`src/rtl/mem_access_pkg.sv`:
```
// Shared definitions for the load/store access stage.
//   - RV32I load/store funct3 encodings
//   - FSM state encoding
//   - byte-enable base masks
//   - helpers for request checks and store lane alignment
package mem_access_pkg;

    localparam logic [2:0] F3_B  = 3'b000;
    localparam logic [2:0] F3_H  = 3'b001;
    localparam logic [2:0] F3_W  = 3'b010;
    localparam logic [2:0] F3_BU = 3'b100;
    localparam logic [2:0] F3_HU = 3'b101;

    localparam logic [3:0] BE_BYTE = 4'b0001;
    localparam logic [3:0] BE_HALF = 4'b0011;
    localparam logic [3:0] BE_WORD = 4'b1111;

    typedef enum logic [1:0] {
        IDLE  = 2'd0,
        ISSUE = 2'd1,
        WAIT  = 2'd2,
        RESP  = 2'd3
    } mau_state_e;

    // Stores have no unsigned variants, so funct3[2] set on a store is illegal.
    function automatic logic f3_illegal(input logic we, input logic [2:0] f3);
        logic bad;
        bad = (f3 == 3'b011) || (f3 == 3'b110) || (f3 == 3'b111) || (we && f3[2]);
        return bad;
    endfunction

    // size is funct3[1:0]: 00 byte, 01 half, 10 word
    function automatic logic f3_misaligned(input logic [1:0] size, input logic [1:0] off);
        logic mis;
        case (size)
            2'b01:   mis = off[0];
            2'b10:   mis = (off != 2'b00);
            default: mis = 1'b0;
        endcase
        return mis;
    endfunction

    function automatic logic [3:0] store_mask(input logic [1:0] size, input logic [1:0] off);
        logic [3:0] mask;
        case (size)
            2'b00:   mask = BE_BYTE << off;
            2'b01:   mask = BE_HALF << off;
            default: mask = BE_WORD;
        endcase
        return mask;
    endfunction

    // Replicating the low bytes puts the data on every lane; the mask picks the live ones.
    function automatic logic [31:0] store_data(input logic [1:0] size, input logic [31:0] wdata);
        logic [31:0] data;
        case (size)
            2'b00:   data = {4{wdata[7:0]}};
            2'b01:   data = {2{wdata[15:0]}};
            default: data = wdata;
        endcase
        return data;
    endfunction

endpackage

```
`src/rtl/mem_access_unit_load_extender.sv`:
```
// load_extender: selects the addressed byte/halfword of a cache word and
// sign- or zero-extends it according to the load funct3.
// Ports:
//   word    in  32  raw cache read word
//   offset  in  2   byte offset within the word
//   funct3  in  3   load funct3 (LB/LH/LW/LBU/LHU)
//   result  out 32  extended load value
module load_extender
    import mem_access_pkg::*;
(
    input  logic [31:0] word,
    input  logic [1:0]  offset,
    input  logic [2:0]  funct3,
    output logic [31:0] result
);

    logic [7:0]  byte_sel;
    logic [15:0] half_sel;

    always_comb begin
        byte_sel = word[7:0];
        case (offset)
            2'd0: byte_sel = word[7:0];
            2'd1: byte_sel = word[15:8];
            2'd2: byte_sel = word[23:16];
            2'd3: byte_sel = word[31:24];
            default: byte_sel = word[7:0];
        endcase
        half_sel = offset[1] ? word[31:16] : word[15:0];
    end

    always_comb begin
        result = word;
        case (funct3)
            F3_B:    result = {{24{byte_sel[7]}}, byte_sel};
            F3_BU:   result = {24'h0, byte_sel};
            F3_H:    result = {{16{half_sel[15]}}, half_sel};
            F3_HU:   result = {16'h0, half_sel};
            default: result = word;
        endcase
    end

endmodule

```
`src/rtl/mem_access_unit.sv`:
```
// mem_access_unit: load/store access stage in front of the data cache.
// Checks each request, aligns store data/byte enables, waits out the cache
// read latency and extends load data; results leave over valid/ready.
// Ports:
//   clk, rst_n                      clock, async active-low reset
//   req_valid/req_ready             request handshake (ready only in IDLE)
//   req_we, req_funct3, req_addr,
//   req_wdata                       request fields
//   resp_valid/resp_ready           response handshake
//   resp_rdata                      extended load data (0 for stores/faults)
//   resp_misaligned/illegal/fault   error flags, only the highest priority set
//   dc_write_en, dc_addr,
//   dc_in_data                      registered cache write/address outputs
//   dc_out_data                     cache read data, RD_LAT cycles after dc_addr
//
// state | meaning
// IDLE  | ready for a request; errors go straight to RESP
// ISSUE | address on the cache; stores pulse dc_write_en this cycle
// WAIT  | load waiting out the cache read latency (down-counter)
// RESP  | response held until resp_ready
module mem_access_unit
    import mem_access_pkg::*;
#(
    parameter logic [31:0] MEM_LIMIT = 32'h0000_4000,
    parameter int          RD_LAT    = 1
)(
    input  logic        clk,
    input  logic        rst_n,
    input  logic        req_valid,
    output logic        req_ready,
    input  logic        req_we,
    input  logic [2:0]  req_funct3,
    input  logic [31:0] req_addr,
    input  logic [31:0] req_wdata,
    output logic        resp_valid,
    input  logic        resp_ready,
    output logic [31:0] resp_rdata,
    output logic        resp_misaligned,
    output logic        resp_illegal,
    output logic        resp_fault,
    output logic [3:0]  dc_write_en,
    output logic [29:0] dc_addr,
    output logic [31:0] dc_in_data,
    input  logic [31:0] dc_out_data
);

    localparam int             CNT_W    = (RD_LAT < 2) ? 1 : $clog2(RD_LAT + 1);
    localparam logic [CNT_W-1:0] CNT_LOAD = CNT_W'(RD_LAT);
    localparam logic [CNT_W-1:0] CNT_ONE  = CNT_W'(1);

    mau_state_e       state_q, state_d;
    logic             err_illegal, err_misaligned, err_fault, any_err;
    logic             we_q;
    logic [1:0]       off_q;
    logic [2:0]       f3_q;
    logic [CNT_W-1:0] cnt_q;
    logic [31:0]      ext_data;

    // Priority: illegal masks misaligned, which masks fault.
    always_comb begin
        err_illegal    = f3_illegal(req_we, req_funct3);
        err_misaligned = !err_illegal && f3_misaligned(req_funct3[1:0], req_addr[1:0]);
        err_fault      = !err_illegal && !err_misaligned && (req_addr >= MEM_LIMIT);
        any_err        = err_illegal || err_misaligned || err_fault;
    end

    load_extender u_load_extender (
        .word   (dc_out_data),
        .offset (off_q),
        .funct3 (f3_q),
        .result (ext_data)
    );

    always_ff @(posedge clk or negedge rst_n) begin
        if (!rst_n) state_q <= IDLE;
        else        state_q <= state_d;
    end

    always_comb begin
        state_d = state_q;
        case (state_q)
            IDLE:    if (req_valid) state_d = any_err ? RESP : ISSUE;
            ISSUE:   state_d = we_q ? RESP : WAIT;
            WAIT:    if (cnt_q == CNT_ONE) state_d = RESP;
            RESP:    if (resp_ready) state_d = IDLE;
            default: state_d = IDLE;
        endcase
    end

    always_comb begin
        req_ready  = (state_q == IDLE);
        resp_valid = (state_q == RESP);
    end

    always_ff @(posedge clk or negedge rst_n) begin
        if (!rst_n) begin
            dc_write_en     <= '0;
            dc_addr         <= '0;
            dc_in_data      <= '0;
            resp_rdata      <= '0;
            resp_misaligned <= 1'b0;
            resp_illegal    <= 1'b0;
            resp_fault      <= 1'b0;
            we_q            <= 1'b0;
            off_q           <= '0;
            f3_q            <= '0;
            cnt_q           <= '0;
        end else begin
            // Write enable is a single-cycle pulse unless re-armed on accept.
            dc_write_en <= '0;
            case (state_q)
                IDLE: begin
                    if (req_valid) begin
                        resp_rdata      <= '0;
                        resp_illegal    <= err_illegal;
                        resp_misaligned <= err_misaligned;
                        resp_fault      <= err_fault;
                        if (!any_err) begin
                            dc_addr <= req_addr[31:2];
                            off_q   <= req_addr[1:0];
                            f3_q    <= req_funct3;
                            we_q    <= req_we;
                            if (req_we) begin
                                dc_write_en <= store_mask(req_funct3[1:0], req_addr[1:0]);
                                dc_in_data  <= store_data(req_funct3[1:0], req_wdata);
                            end
                        end
                    end
                end
                ISSUE: begin
                    if (!we_q) cnt_q <= CNT_LOAD;
                end
                WAIT: begin
                    cnt_q <= cnt_q - CNT_ONE;
                    if (cnt_q == CNT_ONE) resp_rdata <= ext_data;
                end
                RESP: begin
                    if (resp_ready) begin
                        resp_rdata      <= '0;
                        resp_misaligned <= 1'b0;
                        resp_illegal    <= 1'b0;
                        resp_fault      <= 1'b0;
                    end
                end
                default: ;
            endcase
        end
    end

endmodule
```
`config.mk`:
```
export PLATFORM = sky130hd
export DESIGN_NAME = mem_access_unit
export DESIGN_NICKNAME = d
export VERILOG_FILES = /design/src/rtl/mem_access_pkg.sv /design/src/rtl/mem_access_unit_load_extender.sv /design/src/rtl/mem_access_unit.sv
export SDC_FILE = /design/constraint.sdc
export NUM_CORES = 1
export LEC_CHECK = 0
export ABC_AREA = 1
export CORE_ASPECT_RATIO = 0.6
export CORE_MARGIN = 5
export CORE_UTILIZATION = 46
export CTS_CLUSTER_SIZE = 20
export DETAILED_ROUTE_END_ITERATION = 6
export PLACE_DENSITY = 0.89
export RECOVER_POWER = 50
export SYNTH_ARGS = -nofsm -noshare
export SYNTH_HDL_FRONTEND = slang
export SYNTH_HIERARCHICAL = 1
export SYNTH_SLANG_ARGS = --single-unit
export TNS_END_PERCENT = 30
```
`constraint.sdc`:
```
create_clock -name clk -period 1.8 [get_ports clk]
set_input_delay 0.36 -clock clk [delete_from_list [all_inputs] [get_ports clk]]
set_output_delay 0.36 -clock clk [all_outputs]
set_load 0.05 [all_outputs]
```
Word-level counts from Yosys, hierarchy flattened
Cells that the tools add are included.
{"block": "totals", "word_cells": 89, "output_inout_bits": 103, "reg_bits": 110, "input_bits": 104}
{"block": "op_classes", "bitwise": 1, "n_eq_ne": 18, "add_sub_neg": 1, "shifts": 2, "order_cmp": 1, "reduce_logical": 25, "muxes": 29}
{"cell": "$pmux 32 s4", "n": 1}
{"cell": "$mux 32", "n": 3}
{"cell": "$pmux 32 s3", "n": 1}
{"cell": "$pmux 32 s2", "n": 1}
{"cell": "$ge 32x15->1 const B", "n": 1}
{"cell": "$pmux 8 s4", "n": 1}
{"cell": "$mux 16", "n": 1}
{"cell": "$mux 4", "n": 4}
{"cell": "$eq 3x3->1 const B", "n": 4}
{"cell": "$eq 2x2->1 const B", "n": 5}
{"cell": "$pmux 1 s2", "n": 5}
{"cell": "$reduce_and 3->1", "n": 3}
{"cell": "$mux 2", "n": 4}
{"cell": "$pmux 2 s4", "n": 1}
{"cell": "$pmux 4 s2", "n": 1}
{"cell": "$reduce_and 4->1", "n": 2}
{"cell": "$eq 2x1->1 const B", "n": 3}
{"cell": "$logic_not 2->1", "n": 3}
{"cell": "$mux 1", "n": 6}
{"cell": "$ne 2x2->1 const B", "n": 3}
{"cell": "$reduce_bool 2->1", "n": 3}
{"cell": "$logic_or 1x1->1", "n": 5}
{"cell": "$logic_and 1x1->1", "n": 4}
{"cell": "$shl 1x2->4 const A", "n": 1}
{"cell": "other kinds (10)", "n": 11}

Depth between registers and ports, before layout
Gate-level depths: netlist of run 1.
{"block": "logic_depth", "word_depth": 13, "depth_mapped": 13, "ltp_nobuf": 12}

Modules after synthesis
The synthesis of run 1 kept the hierarchy.
{"module": "mem_access_unit", "cells_each": 609, "seq_area_each_um2": 2752.6, "n_inst": 1, "area_per_inst_um2": 5078.6}
{"module": "load_extender", "cells_each": 170, "seq_area_each_um2": 0.0, "n_inst": 1, "area_per_inst_um2": 923.4}

Worst setup path before layout of run 1
OpenSTA, ideal clock, no wires.
{"block": "synth_timing", "path_kind": "flip-flop to flip-flop", "start": "reg state_q[0]", "end": "reg dc_in_data[10]", "path_slack_ns": -0.293, "path_stages_with_launch": 9, "synth_period_minus_slack_ns": 2.093, "required_ns": 1.681, "setup_time_ns": 0.119, "arrival_ns": 1.974, "n_path_buf": 1, "cell_sequence": "dfrtp_1 > inv_1 > ha_1 > nand2_1 > inv_2 > nand4_4 > buf_6 > nand2_1 > nand2_1"}
{"block": "synth_between", "elab_chain_cells": 2}
{"element": "start, declared", "line": "mem_access_unit.sv:51", "rtl": "mau_state_e state_q, state_d;"}
{"element": "start signal, assigned", "line": "mem_access_unit.sv:76", "rtl": "else state_q <= state_d;"}
{"element": "$logic_not 2->1"}
{"element": "net req_ready", "line": "mem_access_unit.sv:30", "rtl": "output logic req_ready,"}
{"element": "$reduce_and 4->1 (no source line)"}
{"element": "end signal, assigned", "line": "mem_access_unit.sv:125", "rtl": "dc_in_data <= store_data(req_funct3[1:0], req_wdata);"}
{"element": "end, declared", "line": "mem_access_unit.sv:43", "rtl": "output logic [31:0] dc_in_data,"}
The timed path passes the listed nets, and every way through them passes these cells.
A chain may end at the register's enable or synchronous reset.

Worst setup path after layout of run 1
{"block": "layout_timing", "start": "in req_funct3[1]", "end": "reg dc_in_data[19]"}
{"block": "layout_between", "elab_chain_cells": 12, "elab_cells_between_ends": 20, "cone_classes": "eq/ne: 5; mux: 2; bitwise: 1; reduce/logical: 12"}
{"element": "start, declared", "line": "mem_access_unit.sv:32", "rtl": "input logic [2:0] req_funct3,"}
{"element": "$eq 3x2->1 or $eq 3x3->1 (tied branches)", "line": "mem_access_pkg.sv:28", "rtl": "bad = (f3 == 3'b011) || (f3 == 3'b110) || (f3 == 3'b111) || (we && f3[2]);"}
{"element": "$logic_or 1x1->1 (3 in a row)", "line": "mem_access_pkg.sv:28"}
{"element": "$logic_not 1->1", "line": "mem_access_unit.sv:62, mem_access_unit.sv:63"}
{"element": "$logic_and 1x1->1", "line": "mem_access_unit.sv:62", "rtl": "err_misaligned = !err_illegal && f3_misaligned(req_funct3[1:0], req_addr[1:0]);"}
{"element": "$logic_not 1->1", "line": "mem_access_unit.sv:63", "rtl": "err_fault = !err_illegal && !err_misaligned && (req_addr >= MEM_LIMIT);"}
{"element": "$logic_and 1x1->1 (2 in a row)", "line": "mem_access_unit.sv:63"}
{"element": "$logic_or 1x1->1", "line": "mem_access_unit.sv:64", "rtl": "any_err = err_illegal || err_misaligned || err_fault;"}
{"element": "$not 1->1 (no source line)"}
{"element": "$reduce_and 4->1 (no source line)"}
Parallel ways exist; a longest one is shown, timed or not.

==> reports/metrics.yaml, run 1 <==
drt:
  routed-via-count: 6238
  avgRoutedWirePerCell_um: 17.0
  drt-vias-per-instance: 5.26
  route.detailed.drc: 0
  routed_wl_um: 20200
  antenna_violating_nets_post_route: 0
  drtPass1Iterations: 7
  dr.first_iter.drc_count: 547
place:
  port_buffers: 206
  place_hpwl_um: 15000
  gp_congestion: 0.968
  pre_cts_slack_ns: -0.433
  place_inst: 1157
setup_path:
  crit_path_start_kind: "primary input"
  cp_max_fo: 8
  critical_path_required_ns: 2.08
  rrSetupSlack_ns: 0.10
  worst-endpoint-arrival_ns: 2.04
  crit_path_end_kind: "flop"
  critical_setup_path_class: "primary input to flop"
  r2r.worst_path.cells: 10
min_path:
  min_path_type: "flop to flop"
  hold-path-cell-count: 2
cts:
  htree_num_levels: 3
  clk_transition_reported_paths_ns: 0.07
  clkLatencyLatePin_ns: 0.35
  clock-sinks: 110
  tritoncts: "yes"
  cts-buffers-inserted: 9
  clk_root_buffer_cell: "sky130_fd_sc_hd__clkbuf_16"
  clockBufferDepth: 2
global_routing:
  first_global_vias: 5799
  first_pass_grt_wire_length_um: 31100
  grt_max_degree: 49
  overflow: 0
  globalRouteTotalUtil_pct: 25.3
  antenna_found_initial: 0
logic_synthesis:
  synth_top_cell_by_area: "sky130_fd_sc_hd__dfrtp_1"
  netlist_area_um2: 6000
  synth_edf_count: 0
  number_of_warnings_reported_in_the_yosys_synthesis_log: 6
  postSynthRegisterBits: 110
  netlist_instances: 779
  synth_area_leaders: "sky130_fd_sc_hd__dfrtp_1 46%, sky130_fd_sc_hd__nand2_1 17%, sky130_fd_sc_hd__o21ai_0 5.7%"
  ys_seq_area_share_pct: 45.9
  netlist-cell-type-count: 36
  mappedNetlistNets: 891
  synth_top_flop_cell: "sky130_fd_sc_hd__dfrtp_1"
  synthTopCellsByCount: "277 x sky130_fd_sc_hd__nand2_1, 110 x sky130_fd_sc_hd__dfrtp_1, 68 x sky130_fd_sc_hd__o21ai_0, 67 x sky130_fd_sc_hd__inv_1, 61 x sky130_fd_sc_hd__nand3_1"
  synth.top_cell.area_share_pct: 45.9
  postSynth.asyncResetShare_pct: 100
  avgSynthCellArea_um2: 7.70
  most_common_cell_in_the_netlist: "sky130_fd_sc_hd__nand2_1"
timing:
  hold_viol: 0
  setup_ws_ns: 0.0414
  achievable-frequency_mhz: 569
  finalSetupTns_ns: 0
  number_of_max_slew_violations_in_the_final_report: 0
  rsz0062_at_grt: "true"
  skew_ns: 0.00781
  finalWorstPathRequiredPeriod_ns: 1.76
  worst-slew-pin-transition_ns: 0.892
  fin_crit_sh_pct: 97.7
  final-setup-viol-count: 0
  hold_ws_ns: 0.469
  slew-limit-headroom_pct: 40.5
die:
  boundaryPins: 207
  fp.dieArea_um2: 15500
  die_h_um: 98.5
  fp-row-count: 32
  chipWidth_um: 157
  core_area_um2: 12800
  initial_core_util_pct: 46.8
final_layout:
  flow.area_growth_from_synthesis_pct: 42.8
  fillCellCount: 1066
  multiInputGateArea_um2: 2700
  layoutNonFillerInstCount: 1187
  number_of_diodes: 0
  final-seq-area_um2: 2750
  final_nets: 1124
  drive_above_1_share_pct: 17.2
job:
  maxCapViolCount: 0
power:
  vdd_ir_drop_max_mv: 0.975
  leakagePower_nw: 4.58
  power_density_nw_per_um2: 991
  post-layout-total-power_mw: 8.49
outcome:
  status: "finished clean"
[state kept, by name (all words and copies together) (netlist names)]
| name | cells |
|---|---|
| dc_in_data | 32 |
| resp_rdata | 32 |
| dc_addr | 30 |
| dc_write_en | 4 |
| f3_q | 3 |
| off_q | 2 |
| state_q | 2 |
| cnt_q | 1 |
| resp_fault | 1 |
| resp_illegal | 1 |
| resp_misaligned | 1 |
| we_q | 1 |
[final cells by class]
| class | count | share of cell area (%) |
|---|---|---|
| sequential | 110 | 32.1 |
| multi-input combinational | 551 | 31.5 |
| timing repair buffer | 268 | 27.2 |
| inverter | 72 | 3.21 |
| clock buffer | 10 | 2.67 |
| tap | 170 | 2.48 |
| clock inverter | 6 | 0.890 |
[power by group]
group	internal, mW	leakage [nW]	switching (mW)
Clock	1.11	0.150	0.964
Sequential	2.75	1.51	0.172
Combinational	1.10	2.92	2.40
Total	4.96	4.58	3.53
[cell usage in the layout, fill, tap and decap left out, types with 12 or more instances in the layout]
master and count:
sky130_fd_sc_hd__o21ai_0 68, sky130_fd_sc_hd__nand4_1 34, sky130_fd_sc_hd__nor2_1 41, sky130_fd_sc_hd__nand2_1 276
sky130_fd_sc_hd__inv_1 62, sky130_fd_sc_hd__clkbuf_1 52, sky130_fd_sc_hd__nand3_1 61, sky130_fd_sc_hd__buf_4 93
sky130_fd_sc_hd__dfrtp_1 110, sky130_fd_sc_hd__clkdlybuf4s50_1 100, sky130_fd_sc_hd__a21oi_1 13, sky130_fd_sc_hd__buf_12 12
[routing by layer]
layer / vias to the layer above / GRT usage (%) / share of wire, %
met5: - / 0 / 0
met4: 0 / 5.16 / 0.83
met3: 17 / 7.06 / 11
met2: 332 / 35.6 / 42
met1: 2916 / 39.1 / 46
li1: 2973 / - / -
[timing repair]
action	CTS	global route
setup endpoints to repair	68	73
cloned	4	0
hold buffers	1	0
resized for setup	6	13
hold endpoints to repair	28	0
setup buffers	3	6
pin swaps	4	3
[cells by family after synthesis]
kind of cell | after synthesis | synth area share (%)
AO/OA/AOI/OAI | 97 | 8.57
buffers and inverters | 118 | 9.90
adder cells (fa/ha/maj) | 8 | 1.67
flip-flops | 110 | 45.9
AND/OR/NAND/NOR | 446 | 34.0
[path summary, 6_finish.rpt]
kind | to | start
max | dc_in_data[19] | req_funct3[1]
max in group asynchronous | resp_rdata[6] | rst_n
max reg2reg | resp_rdata[13] | state_q[1]
min reg2reg | dc_addr[28] | dc_addr[28]
min in group asynchronous | resp_rdata[5] | rst_n
min | dc_addr[28] | dc_addr[28]
[stage by stage]
stage	instance area, µm²	utilization [%]
after global routing	8570	66.9
after global placement	8220	64.2
after detailed placement	8220	64.2
final	8570	66.9
after CTS	8710	68.0
after floorplan	6010	-
[critical path, cell delays in order]
cell and delay, ns:
sky130_fd_sc_hd__dlygate4sd2_1 0.26, sky130_fd_sc_hd__buf_4 0.15, sky130_fd_sc_hd__ha_2 0.16, sky130_fd_sc_hd__inv_2 0.06, sky130_fd_sc_hd__nand2_1 0.06, sky130_fd_sc_hd__nand2_2 0.07
sky130_fd_sc_hd__nand2_4 0.06, sky130_fd_sc_hd__inv_2 0.06, sky130_fd_sc_hd__nand2_2 0.05, sky130_fd_sc_hd__nor2_4 0.22, sky130_fd_sc_hd__bufbuf_16 0.32, sky130_fd_sc_hd__nand4_1 0.10
sky130_fd_sc_hd__nand2_1 0.10
Power figures use the tool's default switching activity.
==> inputs of run 2 (changes only) <==
- CORE_UTILIZATION: 46 -> 50
- PLACE_DENSITY: 0.89 -> 0.95
- clock period: 1.8 -> 2.2 ns (I/O delays scaled with it)
==> run 2 against run 1 <==
Compared with the run above:
- setup slack gained 0.15 ns
- critical path type is now flop to output pin
- via count fell by 1.5%
- power is 20% lower
- combinational power fell by 19%
- die area decreased by 7.4%
- global-route usage rose by 1.8 points
- non-clock buffer count shrank 32
- routed wire length shrank 4.0%
- core utilization rose by 4.3 points
- design area is 1.0% lower
- hold slack lost 0.23 ns
- clock power decreased by 24%
==> reports/metrics.yaml, run 2 (synthesis results as in run 1) <==
timing:
  skew_ns: 0.00463  # was 0.00781 ns
  fin_crit_sh_pct: 91.3
  achievable-frequency_mhz: 498
  final-setup-viol-count: 0  # unchanged
  rsz0062_at_grt: "false"  # was true
  worst-slew-pin-transition_ns: 1.02  # was 0.892 ns
  finalWorstPathRequiredPeriod_ns: 2.01
  slew-limit-headroom_pct: 32.3  # was 40.5%
  hold_viol: 0  # unchanged
  number_of_max_slew_violations_in_the_final_report: 0  # unchanged
  hold_ws_ns: 0.243  # was 0.469 ns
setup_path:
  cpMaxStageDelayCell: "sky130_fd_sc_hd__dlygate4sd3_1"  # was sky130_fd_sc_hd__bufbuf_16
  critical_setup_path_class: "flop to output pin"  # was primary input to flop
  path_cells: "dlygate4sd3_1"  # was dlygate4sd2_1, buf_4, ha_2, inv_2, nand2_1, nand2_2, nand2_4, inv_2, nand2_2, nor2_4, bufbuf_16, nand4_1, nand2_1
  worst_r2r_startpoint: "state_q[0]"  # was state_q[1]
  rrSetupSlack_ns: 0.20  # was 0.10 ns
  crit_path_start_kind: "flop"  # was primary input
  critical_path_required_ns: 1.76  # was 2.08 ns
  r2r.worst_path.cells: 8  # was 10
  crit-reg2reg-capture: "dc_in_data[13]"  # was resp_rdata[13]
  cp_max_fo: 2  # was 8
  buffer_and_inverter_count_on_the_worst_path: 1  # was 5
  path_delay_family: "buffers and inverters"  # unchanged
  crit_path_end_kind: "output pin"  # was flop
  worst-endpoint-arrival_ns: 1.57  # was 2.04 ns
  critPathMaxStageDelay_ns: 0.87  # was 0.32 ns
drt:
  antenna_violating_nets_post_route: 0  # unchanged
  drt-vias-per-instance: 5.34  # was 5.26
  routed_wl_um: 19400  # was 20200 µm
  drtPass1Iterations: 5  # was 7
  dr.first_iter.drc_count: 451  # was 547
  avgRoutedWirePerCell_um: 16.9  # was 17.0 µm
  routed-via-count: 6142  # was 6238
  route.detailed.drc: 0  # unchanged
cts:
  htree_num_levels: 3  # unchanged
  clkLatencyLatePin_ns: 0.35  # about the same
  postCtsResizedCells: 0  # was 6
  tritoncts: "yes"  # unchanged
  clock-sinks: 110  # unchanged
  postCtsSetupBuffers: 0  # was 3
  cts.hold.buffers_added: 0  # was 1
  clk_root_buffer_cell: "sky130_fd_sc_hd__clkbuf_16"  # unchanged
  clockBufferDepth: 2  # unchanged
  cts-buffers-inserted: 9  # unchanged
  clk_transition_reported_paths_ns: 0.08  # was 0.07 ns
min_path:
  min_path_type: "primary input to asynchronous set/reset pin"  # was flop to flop
global_routing:
  grt_max_degree: 44  # was 49
  antenna_found_initial: 0  # unchanged
  globalRouteTotalUtil_pct: 27.1  # was 25.3%
  first_pass_grt_wire_length_um: 30400  # was 31100 µm
  overflow: 0  # unchanged
  first_global_vias: 5898  # was 5799
power:
  leakagePower_nw: 4.38  # was 4.58 nW
  post-layout-total-power_mw: 6.78  # was 8.49 mW
  power_density_nw_per_um2: 800  # was 991 nW/µm²
  vdd_ir_drop_max_mv: 0.646  # was 0.975 mV
job:
  maxCapViolCount: 0  # unchanged
final_layout:
  number_of_diodes: 0  # unchanged
  final_common_cell: "sky130_fd_sc_hd__nand2_1"  # unchanged
  finish.utilization_pct: 71.3  # was 66.9%
  layoutNonFillerInstCount: 1150  # was 1187
  flow.area_growth_from_synthesis_pct: 41.4  # was 42.8%
  drive_above_1_share_pct: 8.12  # was 17.2%
  reg.largest.list: "dc_in_data: 32 flops, resp_rdata: 32 flops, dc_addr: 30 flops"  # unchanged
  final_nets: 1092  # was 1124
  commonest_cells_after_routing_fill_and_taps_aside: "277 x sky130_fd_sc_hd__nand2_1, 191 x sky130_fd_sc_hd__clkdlybuf4s50_1, 110 x sky130_fd_sc_hd__dfrtp_1"  # was 276 x sky130_fd_sc_hd__nand2_1, 110 x sky130_fd_sc_hd__dfrtp_1, 100 x sky130_fd_sc_hd__clkdlybuf4s50_1
die:
  initial_core_util_pct: 50.4  # was 46.8%
  fp-row-count: 31  # was 32
  die_h_um: 94.9  # was 98.5 µm
  chipWidth_um: 151  # was 157 µm
  core_area_um2: 11900  # was 12800 µm²
  boundaryPins: 207  # unchanged
  fp.dieArea_um2: 14400  # was 15500 µm²
place:
  gp_congestion: 0.956  # was 0.968
  place_hpwl_um: 14600  # was 15000 µm
  place_inst: 1134  # was 1157
  port_buffers: 206  # unchanged
outcome:
  status: "finished clean"  # unchanged
==> run 2: changes by cell type in the layout (fill, tap and decap cells not counted), sizes merged, moves of 2 or more <==
| cell | previous run | this run |
|---|---|---|
| clkbuf | 62 | 19 |
| bufbuf | 2 | 0 |
| dlygate4sd2 | 2 | 0 |
| clkinv | 2 | 4 |
| clkdlybuf4s50 | 100 | 191 |
| dlygate4sd3 | 1 | 12 |
| inv | 75 | 73 |
| buf | 111 | 24 |
==> run 2: layout make-up <==
class                   instances  area, µm²
repair buffers                236       2310
clock inverters                 6       58.8
flip-flops and latches        110       2750
clock buffers                  10        229
inverters                      72        275
multi-input cells             551       2660
well taps                     165        206
fillers                       885       3420
==> run 2: power by group <==
group / internal [mW] / switching (mW) / leakage (nW)
Combinational: 0.893 / 1.93 / 2.74
Sequential: 2.25 / 0.138 / 1.51
Clock: 0.790 / 0.786 / 0.136
==> run 2: worst max-delay path by stage <==
| stage | endpoint | slack, ns | cells past startpoint | start |
|---|---|---|---|---|
| floorplan | dc_in_data[10] | 0.11 | 8 | state_q[0] |
| global placement | dc_addr[3] | -0.01 | 10 | req_funct3[0] |
| detailed placement | dc_addr[0] | -0.12 | 10 | req_funct3[0] |
| CTS | resp_rdata[7] | 0.17 | 1 | resp_rdata[7] |
| global route | dc_in_data[23] | 0.04 | 8 | state_q[0] |
| finish | dc_in_data[20] | 0.19 | 1 | dc_in_data[20] |
==> run 2: stage by stage <==
| step | instance area (µm²) | setup TNS, ns | setup slack (ns) |
|---|---|---|---|
| finish | 8480 | 0 | 0.190 |
| global route | 8480 | 0 | 0.0362 |
| CTS | 8540 | 0 | 0.170 |
| detailed placement | 8260 | -2.32 | -0.125 |
| global placement | 8260 | -0.162 | -0.0131 |
| floorplan | 6000 | 0 | 0.107 |
==> run 2: layer usage <==
metal	part of all wire, %	vias up	global-route usage (%)
met4	1.7	0	6.71
met2	43	355	40.7
met1	42	2853	37.1
met3	13	34	10.3
met5	0	-	0
li1	-	2900	-
==> inputs of run 3 (changes only) <==
- CAP_MARGIN: default -> 20
==> results of run 3 <==
No change in the layout: final DEF, timing and power equal those of run 2.
